`src/rtl/riscv_muxn_pipe.sv`:
```
// N-input registered select stage with a valid/ready handshake and a 2-entry skid buffer.
// Out-of-range selects produce zero data and an error bit that travels with the beat.
module riscv_muxn_pipe #(
    parameter int WIDTH  = 64,
    parameter int NUM_IN = 5,
    parameter int SEL_W  = 3
) (
    input  logic                    i_riscv_clk,
    input  logic                    i_riscv_rst_n,
    input  logic                    i_riscv_muxn_flush,
    input  logic                    i_riscv_muxn_valid,
    output logic                    o_riscv_muxn_ready,
    input  logic [SEL_W-1:0]        i_riscv_muxn_sel,
    input  logic [NUM_IN*WIDTH-1:0] i_riscv_muxn_in,
    output logic                    o_riscv_muxn_valid,
    input  logic                    i_riscv_muxn_ready,
    output logic [WIDTH-1:0]        o_riscv_muxn_out,
    output logic                    o_riscv_muxn_err
);

    generate
        if (NUM_IN < 2 || NUM_IN > (2 ** SEL_W)) begin : g_bad_num_in
            $error("riscv_muxn_pipe: NUM_IN must lie in 2..2**SEL_W");
        end
    endgenerate

    logic             main_valid_q, main_valid_d;
    logic [WIDTH-1:0] main_data_q,  main_data_d;
    logic             main_err_q,   main_err_d;
    logic             skid_valid_q, skid_valid_d;
    logic [WIDTH-1:0] skid_data_q,  skid_data_d;
    logic             skid_err_q,   skid_err_d;

    logic [WIDTH-1:0] sel_data;
    logic             sel_err;
    logic             accept;
    logic             drain;

    // Select before the register; an encoding with no matching input falls through as an error.
    always_comb begin
        sel_data = '0;
        sel_err  = 1'b1;
        for (int k = 0; k < NUM_IN; k++) begin
            if (i_riscv_muxn_sel == SEL_W'(k)) begin
                sel_data = i_riscv_muxn_in[k*WIDTH +: WIDTH];
                sel_err  = 1'b0;
            end
        end
    end

    assign o_riscv_muxn_ready = !skid_valid_q;
    assign o_riscv_muxn_valid = main_valid_q;
    assign o_riscv_muxn_out   = main_data_q;
    assign o_riscv_muxn_err   = main_err_q;

    assign accept = i_riscv_muxn_valid & !skid_valid_q;
    assign drain  = main_valid_q & i_riscv_muxn_ready;

    always_comb begin
        // NOTE: every next-state signal gets a hold default first so no path can infer a latch.
        main_valid_d = main_valid_q;
        main_data_d  = main_data_q;
        main_err_d   = main_err_q;
        skid_valid_d = skid_valid_q;
        skid_data_d  = skid_data_q;
        skid_err_d   = skid_err_q;

        if (i_riscv_muxn_flush) begin
            main_valid_d = 1'b0;
            main_data_d  = '0;
            main_err_d   = 1'b0;
            skid_valid_d = 1'b0;
            skid_data_d  = '0;
            skid_err_d   = 1'b0;
        end else if (!main_valid_q || drain) begin
            if (skid_valid_q) begin
                // Skid beat is older than anything upstream; ready was low so nothing is accepted.
                main_valid_d = 1'b1;
                main_data_d  = skid_data_q;
                main_err_d   = skid_err_q;
                skid_valid_d = 1'b0;
                skid_data_d  = '0;
                skid_err_d   = 1'b0;
            end else if (accept) begin
                main_valid_d = 1'b1;
                main_data_d  = sel_data;
                main_err_d   = sel_err;
            end else begin
                main_valid_d = 1'b0;
            end
        end else if (accept) begin
            skid_valid_d = 1'b1;
            skid_data_d  = sel_data;
            skid_err_d   = sel_err;
        end
    end

    // NOTE: data registers are reset too, since the outputs must read zero while in reset.
    always_ff @(posedge i_riscv_clk or negedge i_riscv_rst_n) begin
        if (!i_riscv_rst_n) begin
            main_valid_q <= 1'b0;
            main_data_q  <= '0;
            main_err_q   <= 1'b0;
            skid_valid_q <= 1'b0;
            skid_data_q  <= '0;
            skid_err_q   <= 1'b0;
        end else begin
            main_valid_q <= main_valid_d;
            main_data_q  <= main_data_d;
            main_err_q   <= main_err_d;
            skid_valid_q <= skid_valid_d;
            skid_data_q  <= skid_data_d;
            skid_err_q   <= skid_err_d;
        end
    end

endmodule

```
`config.mk`:
```
export PLATFORM = sky130hd
export DESIGN_NAME = riscv_muxn_pipe
export DESIGN_NICKNAME = d
export VERILOG_FILES = /design/src/rtl/riscv_muxn_pipe.sv
export SDC_FILE = /design/constraint.sdc
export NUM_CORES = 1
export LEC_CHECK = 0
export CORE_AREA = 4 4 152 154
export DETAILED_ROUTE_END_ITERATION = 8
export DIE_AREA = 0 0 156 158
export GPL_TIMING_DRIVEN = 0
export PLACE_DENSITY_LB_ADDON = 0.12
export SLEW_MARGIN = 20
export SYNTH_ARGS = -nofsm -noshare
export SYNTH_HDL_FRONTEND = slang
export SYNTH_SLANG_ARGS = --single-unit
export TNS_END_PERCENT = 1
```
`constraint.sdc`:
```
create_clock -name i_riscv_clk -period 1.9 [get_ports i_riscv_clk]
set_input_delay 0.38 -clock i_riscv_clk [delete_from_list [all_inputs] [get_ports i_riscv_clk]]
set_output_delay 0.38 -clock i_riscv_clk [all_outputs]
set_load 0.01 [all_outputs]
```
==> impl_metrics.ini, run 1 <==
[sta]
layout_setup_ws_ns = 0.02756
worst_pin_slew_ns = 0.7249
max_freq_mhz = 534.1
relSlewSlack = 0.5152
setup_tns_ns = 0
min_period_ns = 1.872
period_share = 0.9855
hold_viol_final = 0
rsz0062_at_grt = true
finalSetupViolCount = 0
slew_viol_final = 0
finClkSkew_ns = 0.008791

[logic_synthesis]
yosysSeqAreaShare = 0.3902
yosys_register_bits = 132
yosysTopAreaCell = dfrtp_1
yosys_warnings = 0
syn_area_sq_mm = 0.008464
yosysUniqueCellTypes = 31
syn-num-nets = 1357
avgSynthCellArea_sq_um = 8.226
yosysTopAreaCellShare = 0.3902
yosys-top-cells-area = dfrtp_1, nand2_1, mux2i_1
postSynthCellCount = 1029

[placed_design]
dp_cells = 1703
gp_congestion = 0.8746
hpwl_mm = 27.64
place.port_buffers = 393
dp_slack_ns = -0.7358
postPlaceCellArea_sq_mm = 0.01278

[setup_path]
path_cells = buf_4 -> nand2b_4 -> buf_2 -> clkbuf_1 -> nand2_1 -> o211ai_1 -> o21ai_0
arrival_ns = 2.17
critPathMaxStageDelay_ns = 0.46
critPathMaxFanout = 10
crit_type = flip-flop to flip-flop
start_kind = flip-flop
cp_data_required_time_ns = 2.19
cp_slowest_cell = clkbuf_1
cp-end-kind = flip-flop

[routing]
drt_wl_total_mm = 36.52
via_per_inst = 5.695
dr.pass1.iters = 5
wl_per_cell_um = 20.99
dr_total_vias = 9909
route.detailed.drc = 0
drt-initial-drc-count = 688
drtAntennaViolNets = 0

[layout]
seqCellArea_sq_mm = 0.003303
syn_to_final_growth_pct = 60.10
final_cells = 1740
fin_util = 0.6248
finalNetCount = 1772
drive_gt1_frac = 0.09060
fill_cells = 1977
design_area_sq_mm = 0.01355
multi_input_area_sq_mm = 0.004686

[die]
coreArea_sq_mm = 0.02169
die_area_sq_mm = 0.02465
core.rowCount = 54
initial_core_util = 0.3903
die_h_um = 158
ioPinCount = 395
die_w_um = 156

[power]
irDropWorstVdd_mv = 0.5845
power_density_mw_per_mm2 = 623.0
p_leak_nw = 5.377

[global_route]
antenna_found_initial = 2
grt_pass1_wl_mm = 54.96
grt.total_usage = 0.2851
grt_pass1_vias = 9780
grt_overflow = 0
grt_max_degree = 72

[clock_tree]
path_clk_slew_ns = 0.06
clkLatencyLatePin_ns = 0.41
htree_levels = 4
cts_buffers = 17
cts_max_path_buffers = 2
clock-sinks = 132
clockRootBuffer = clkbuf_16
cts_tree = built

[status]
status = finished clean

[flow_run]
max_cap_violations = 0

[min_path]
hold_class = input port to flip-flop
[power breakdown]
| part | internal [mW] | switching (mW) | leakage [nW] |
|---|---|---|---|
| registers | 2.93 | 0.0640 | 1.81 |
| clock network | 2.00 | 1.30 | 0.278 |
| logic | 1.15 | 0.997 | 3.29 |
| total | 6.08 | 2.36 | 5.38 |
[cell usage after synthesis]
library cell  instances
buf_4                 6
nor3_4                1
or2_1                 1
nand2b_2              1
nand3b_1              1
o21ba_2               1
buf_6                 6
dfrtp_1             132
mux2i_1              64
o2bb2ai_1            64
a211oi_1             66
a211oi_4              1
a22oi_1               1
clkbuf_1             49
nand4_1               1
nor2_1               69
o21ai_1              46
inv_1                 1
o211ai_1             63
nand2b_1              1
nor3b_1               1
nor2b_1               2
nor3_1                1
nand2b_4              1
buf_1                 9
buf_2                32
o22ai_1              64
o21ai_0              83
nor2_2                1
nand2_1             194
a21oi_1              66
[path summary, 6_finish.rpt]
check	start	end	slack (ns)	cells after the start
worst min register to register	o_riscv_muxn_out[7]	o_riscv_muxn_out[7]	0.48	2
worst max-delay path	skid_valid_q	o_riscv_muxn_out[29]	0.03	7
worst max register to register	skid_valid_q	o_riscv_muxn_out[29]	0.03	7
worst min-delay path	i_riscv_muxn_flush	skid_err_q	0.30	2
max in group asynchronous	i_riscv_rst_n	o_riscv_muxn_out[41]	0.66	3
min in group asynchronous	i_riscv_rst_n	o_riscv_muxn_out[12]	0.47	2
[kinds of logic after synthesis]
kind of cell | count (synthesis) | share of synthesized area
compound gates | 455 | 0.3477
buf+inv | 103 | 0.05839
flops | 132 | 0.3902
mux | 64 | 0.07568
simple gates | 275 | 0.1280
[final cells by class]
cell class,instances,share of cell area
multi-input combinational,794,0.3458
timing repair buffer,398,0.2956
sequential,132,0.2437
buffer,100,0.04478
clock buffer,20,0.03370
tap,280,0.02585
clock inverter,12,0.009694
antenna,3,0.0005540
inverter,1,0.0002770
[placed cells by master (no fill, tap or decap), drive strengths merged, types with 2 or more instances in the layout]
cell | synthesis | layout
o2bb2ai | 64 | 64
nand2 | 194 | 194
nor2 | 70 | 70
clkbuf | 49 | 74
mux2i | 64 | 64
bufinv | 0 | 2
a21oi | 66 | 66
nand2b | 3 | 3
nor3 | 2 | 2
dfrtp | 132 | 132
buf | 53 | 52
o22ai | 64 | 64
diode | 0 | 3
o211ai | 63 | 63
clkinvlp | 0 | 4
clkdlybuf4s50 | 0 | 391
a211oi | 67 | 67
nor2b | 2 | 2
clkinv | 0 | 6
o21ai | 129 | 129
[stage by stage]
step,total power [mW],hold WS [ns]
finish,8.443,0.2959
CTS,8.472,0.2757
detailed placement,5.149,0.3543
global placement,5.122,0.4607
global route,8.803,0.3075
floorplan,3.871,0.08441
[worst max-delay path: cells and delay by family, from the launching register on]
| family | cells | cell delay, ns |
|---|---|---|
| compound gates | 2 | 0.25 |
| buf+inv | 3 | 0.91 |
| flops | 1 | 0.32 |
| simple gates | 2 | 0.27 |
[routing by layer]
layer  global-route usage  vias to the layer above  part of all wire  wire (um)
met5                    0                        -                 0          0
met1               0.3529                     4714              0.40      14440
met3              0.07108                       76             0.082       3003
li1                     -                     4675                 -          -
met2               0.4798                      444              0.49      17810
met4               0.1109                        0             0.035       1268
[repair_timing]
item	CTS	global route
hold buffers	1	0
hold endpoints to repair	61	0
gates resized for setup	37	55
buffers inserted	3	0
pin swaps	1	1
setup endpoints to repair	126	124
[state kept, by name, indices dropped and copies added, names as in the netlist]
register / count
skid_valid_q: 1
o_riscv_muxn_err: 1
skid_data_q: 64
o_riscv_muxn_valid: 1
o_riscv_muxn_out: 64
skid_err_q: 1
(Power assumes the default switching activity.)
==> inputs of run 2 (changes only) <==
CELL_PAD_IN_SITES_DETAIL_PLACEMENT = 0   (was not set)
CELL_PAD_IN_SITES_GLOBAL_PLACEMENT = 1   (was not set)
CORE_AREA = not set   (was 4 4 152 154)
CORE_ASPECT_RATIO = 1.25   (was not set)
CORE_MARGIN = 4   (was not set)
CORE_UTILIZATION = 30   (was not set)
DIE_AREA = not set   (was 0 0 156 158)
==> run 2 against run 1 <==
Compared with the run above: via count shrank 2.0%; setup slack improved by 0.012 ns; fmax increased by 0.64%; count of clock-buffer cells in the layout is 2 higher; sequential share of layout area decreased by 0.30 points; total power up 3.5%; register-to-register slack improved by 0.04 ns; die area increased by 26%; worst hold slack improved by 0.0074 ns; clock power increased by 8.2%; sequential power hardly changed; first-iteration DRC count decreased by 9.7%; critical path type is now input port to flip-flop; critical endpoint is now o_riscv_muxn_out[21]; largest cell class unchanged.
==> impl_metrics.ini, run 2 (synthesis results as in run 1) <==
[status]
status = finished clean

[layout]
final_common_cell = clkdlybuf4s50_1
fill_cells = 2739
syn_to_final_growth_pct = 62.07
drive_gt1_frac = 0.09384
fin_util = 0.4946
finalNetCount = 1776
final_cell_mix = clkdlybuf4s50_1, nand2_1, dfrtp_1

[setup_path]
cp_slowest_cell = clkdlybuf4s50_1
worstReg2RegStart = skid_valid_q
cp_data_required_time_ns = 2.20
start_kind = input port
crit_type = input port to flip-flop
cp-end-kind = flip-flop
cp_num_buf_inv = 2
r2r_setup_slack_ns = 0.07
crit_family = buffers and inverters
worstSetupStartpoint = i_riscv_muxn_sel[0]
arrival_ns = 2.16
path_cells = clkdlybuf4s50_1 -> buf_2 -> mux2i_1 -> o22ai_1 -> a211oi_1 -> o21ai_0
critPathMaxFanout = 10
critPathMaxStageDelay_ns = 0.52

[clock_tree]
path_clk_slew_ns = 0.06
clockRootBuffer = clkbuf_16
clkLatencyLatePin_ns = 0.42
clock-sinks = 132
htree_levels = 4
cts_max_path_buffers = 2
cts_buffers = 17
cts_tree = built

[die]
core.rowCount = 68
coreArea_sq_mm = 0.02774
die_w_um = 158.2
ioPinCount = 395
die_h_um = 195.8
initial_core_util = 0.3052
die_area_sq_mm = 0.03098

[routing]
drtAntennaViolNets = 0
via_per_inst = 5.358
route.detailed.drc = 0
drt-initial-drc-count = 621
wl_per_cell_um = 21.89
dr.pass1.iters = 5
dr_total_vias = 9709
drt_wl_total_mm = 39.67

[sta]
relSlewSlack = 0.5549
hold_viol_final = 0
max_freq_mhz = 537.5
finClkSkew_ns = 0.008815
setup_tns_ns = 0
min_period_ns = 1.861
period_share = 0.9792
slew_viol_final = 0
finalSetupViolCount = 0
worst_pin_slew_ns = 0.6676
rsz0062_at_grt = true

[global_route]
grt_pass1_wl_mm = 58.71
grt_pass1_vias = 9839
grt.total_usage = 0.2456
antenna_found_initial = 2
grt_max_degree = 78
grt_overflow = 0

[placed_design]
hpwl_mm = 29.76
place.port_buffers = 393
gp_congestion = 0.8045

[flow_run]
max_cap_violations = 0

[power]
irDropWorstVdd_mv = 0.5146
p_leak_nw = 5.425
power_density_mw_per_mm2 = 636.7

[min_path]
hold_class = input port to flip-flop
worstHoldStart = i_riscv_muxn_flush
## run 2: changes by cell type in the layout (fill, tap and decap cells not counted), moves of 2 or more
cell and change:
bufinv_16 +2, clkbuf_4 +2, nor2b_2 +2, clkinv_4 -3, buf_4 +2, buf_2 +2
nor2b_1 -2
## run 2: report_power, final
group | total (mW) | internal [mW] | leakage (nW) | switching [mW]
Combinational | 2.18 | 1.16 | 3.32 | 1.02
Sequential | 2.99 | 2.93 | 1.81 | 0.0623
Clock | 3.57 | 2.26 | 0.292 | 1.31
Total | 8.73 | 6.35 | 5.42 | 2.39
## run 2: area by class of cell
type                       count  area (sq um)  share of cell area
antenna                        2         5.005           0.0003648
timing repair buffer         400          4034              0.2941
inverter                       1         3.754           0.0002736
clock buffer                  22         464.2             0.03384
tap                          350         437.9             0.03192
sequential                   132          3303              0.2408
multi-input combinational    794          4697              0.3424
clock inverter                 9         152.6             0.01113
buffer                       102         620.6             0.04524
## run 2: stage by stage
stage | instances | area, sq um | hold slack, ns | setup slack (ns) | power, mW
6_report | 1812 | 13720 | 0.3033 | 0.03949 | 8.735
5_1_grt | 1811 | 13720 | 0.3277 | -0.08174 | 9.114
4_1_cts | 1808 | 13620 | 0.2796 | -0.04234 | 8.803
3_5_place_dp | 1773 | 12870 | 0.3430 | -0.7838 | 5.188
3_3_place_gp | 1772 | 12840 | 0.4615 | -5.586 | 5.173
2_1_floorplan | 1029 | 8464 | 0.08441 | 0.3966 | 3.871
## run 2: worst paths after layout
| check | cells after the start | endpoint |
|---|---|---|
| setup reg to reg | 7 | skid_data_q[37] |
| hold / removal | 2 | skid_err_q |
| min in group asynchronous | 2 | o_riscv_muxn_out[12] |
| hold reg to reg | 2 | o_riscv_muxn_out[42] |
| max in group asynchronous | 3 | skid_data_q[50] |
| setup / recovery | 6 | o_riscv_muxn_out[21] |
## run 2: what timing repair did
action / 4_1_cts / 5_1_grt
resized for setup: 55 / 39
pin swaps: 2 / 1
hold buffers: 1 / 0
endpoints found under the hold margin: 55 / 0
setup endpoints to repair: 124 / 123
setup buffers: 3 / 2
## run 2: metal layers
layer  vias to the layer above  wire (um)  GRT usage
met5                         -         20          0
met4                         2        820    0.06669
met3                        44       2699    0.05583
met2                       333      20000     0.4231
met1                      4664      16130     0.3072
li1                       4666          -          -
==> inputs of run 3 (changes only) <==
GPL_ROUTABILITY_DRIVEN = 0   (was not set)
==> results of run 3 <==
The final DEF is identical to that of run 2; final timing and power are the same.
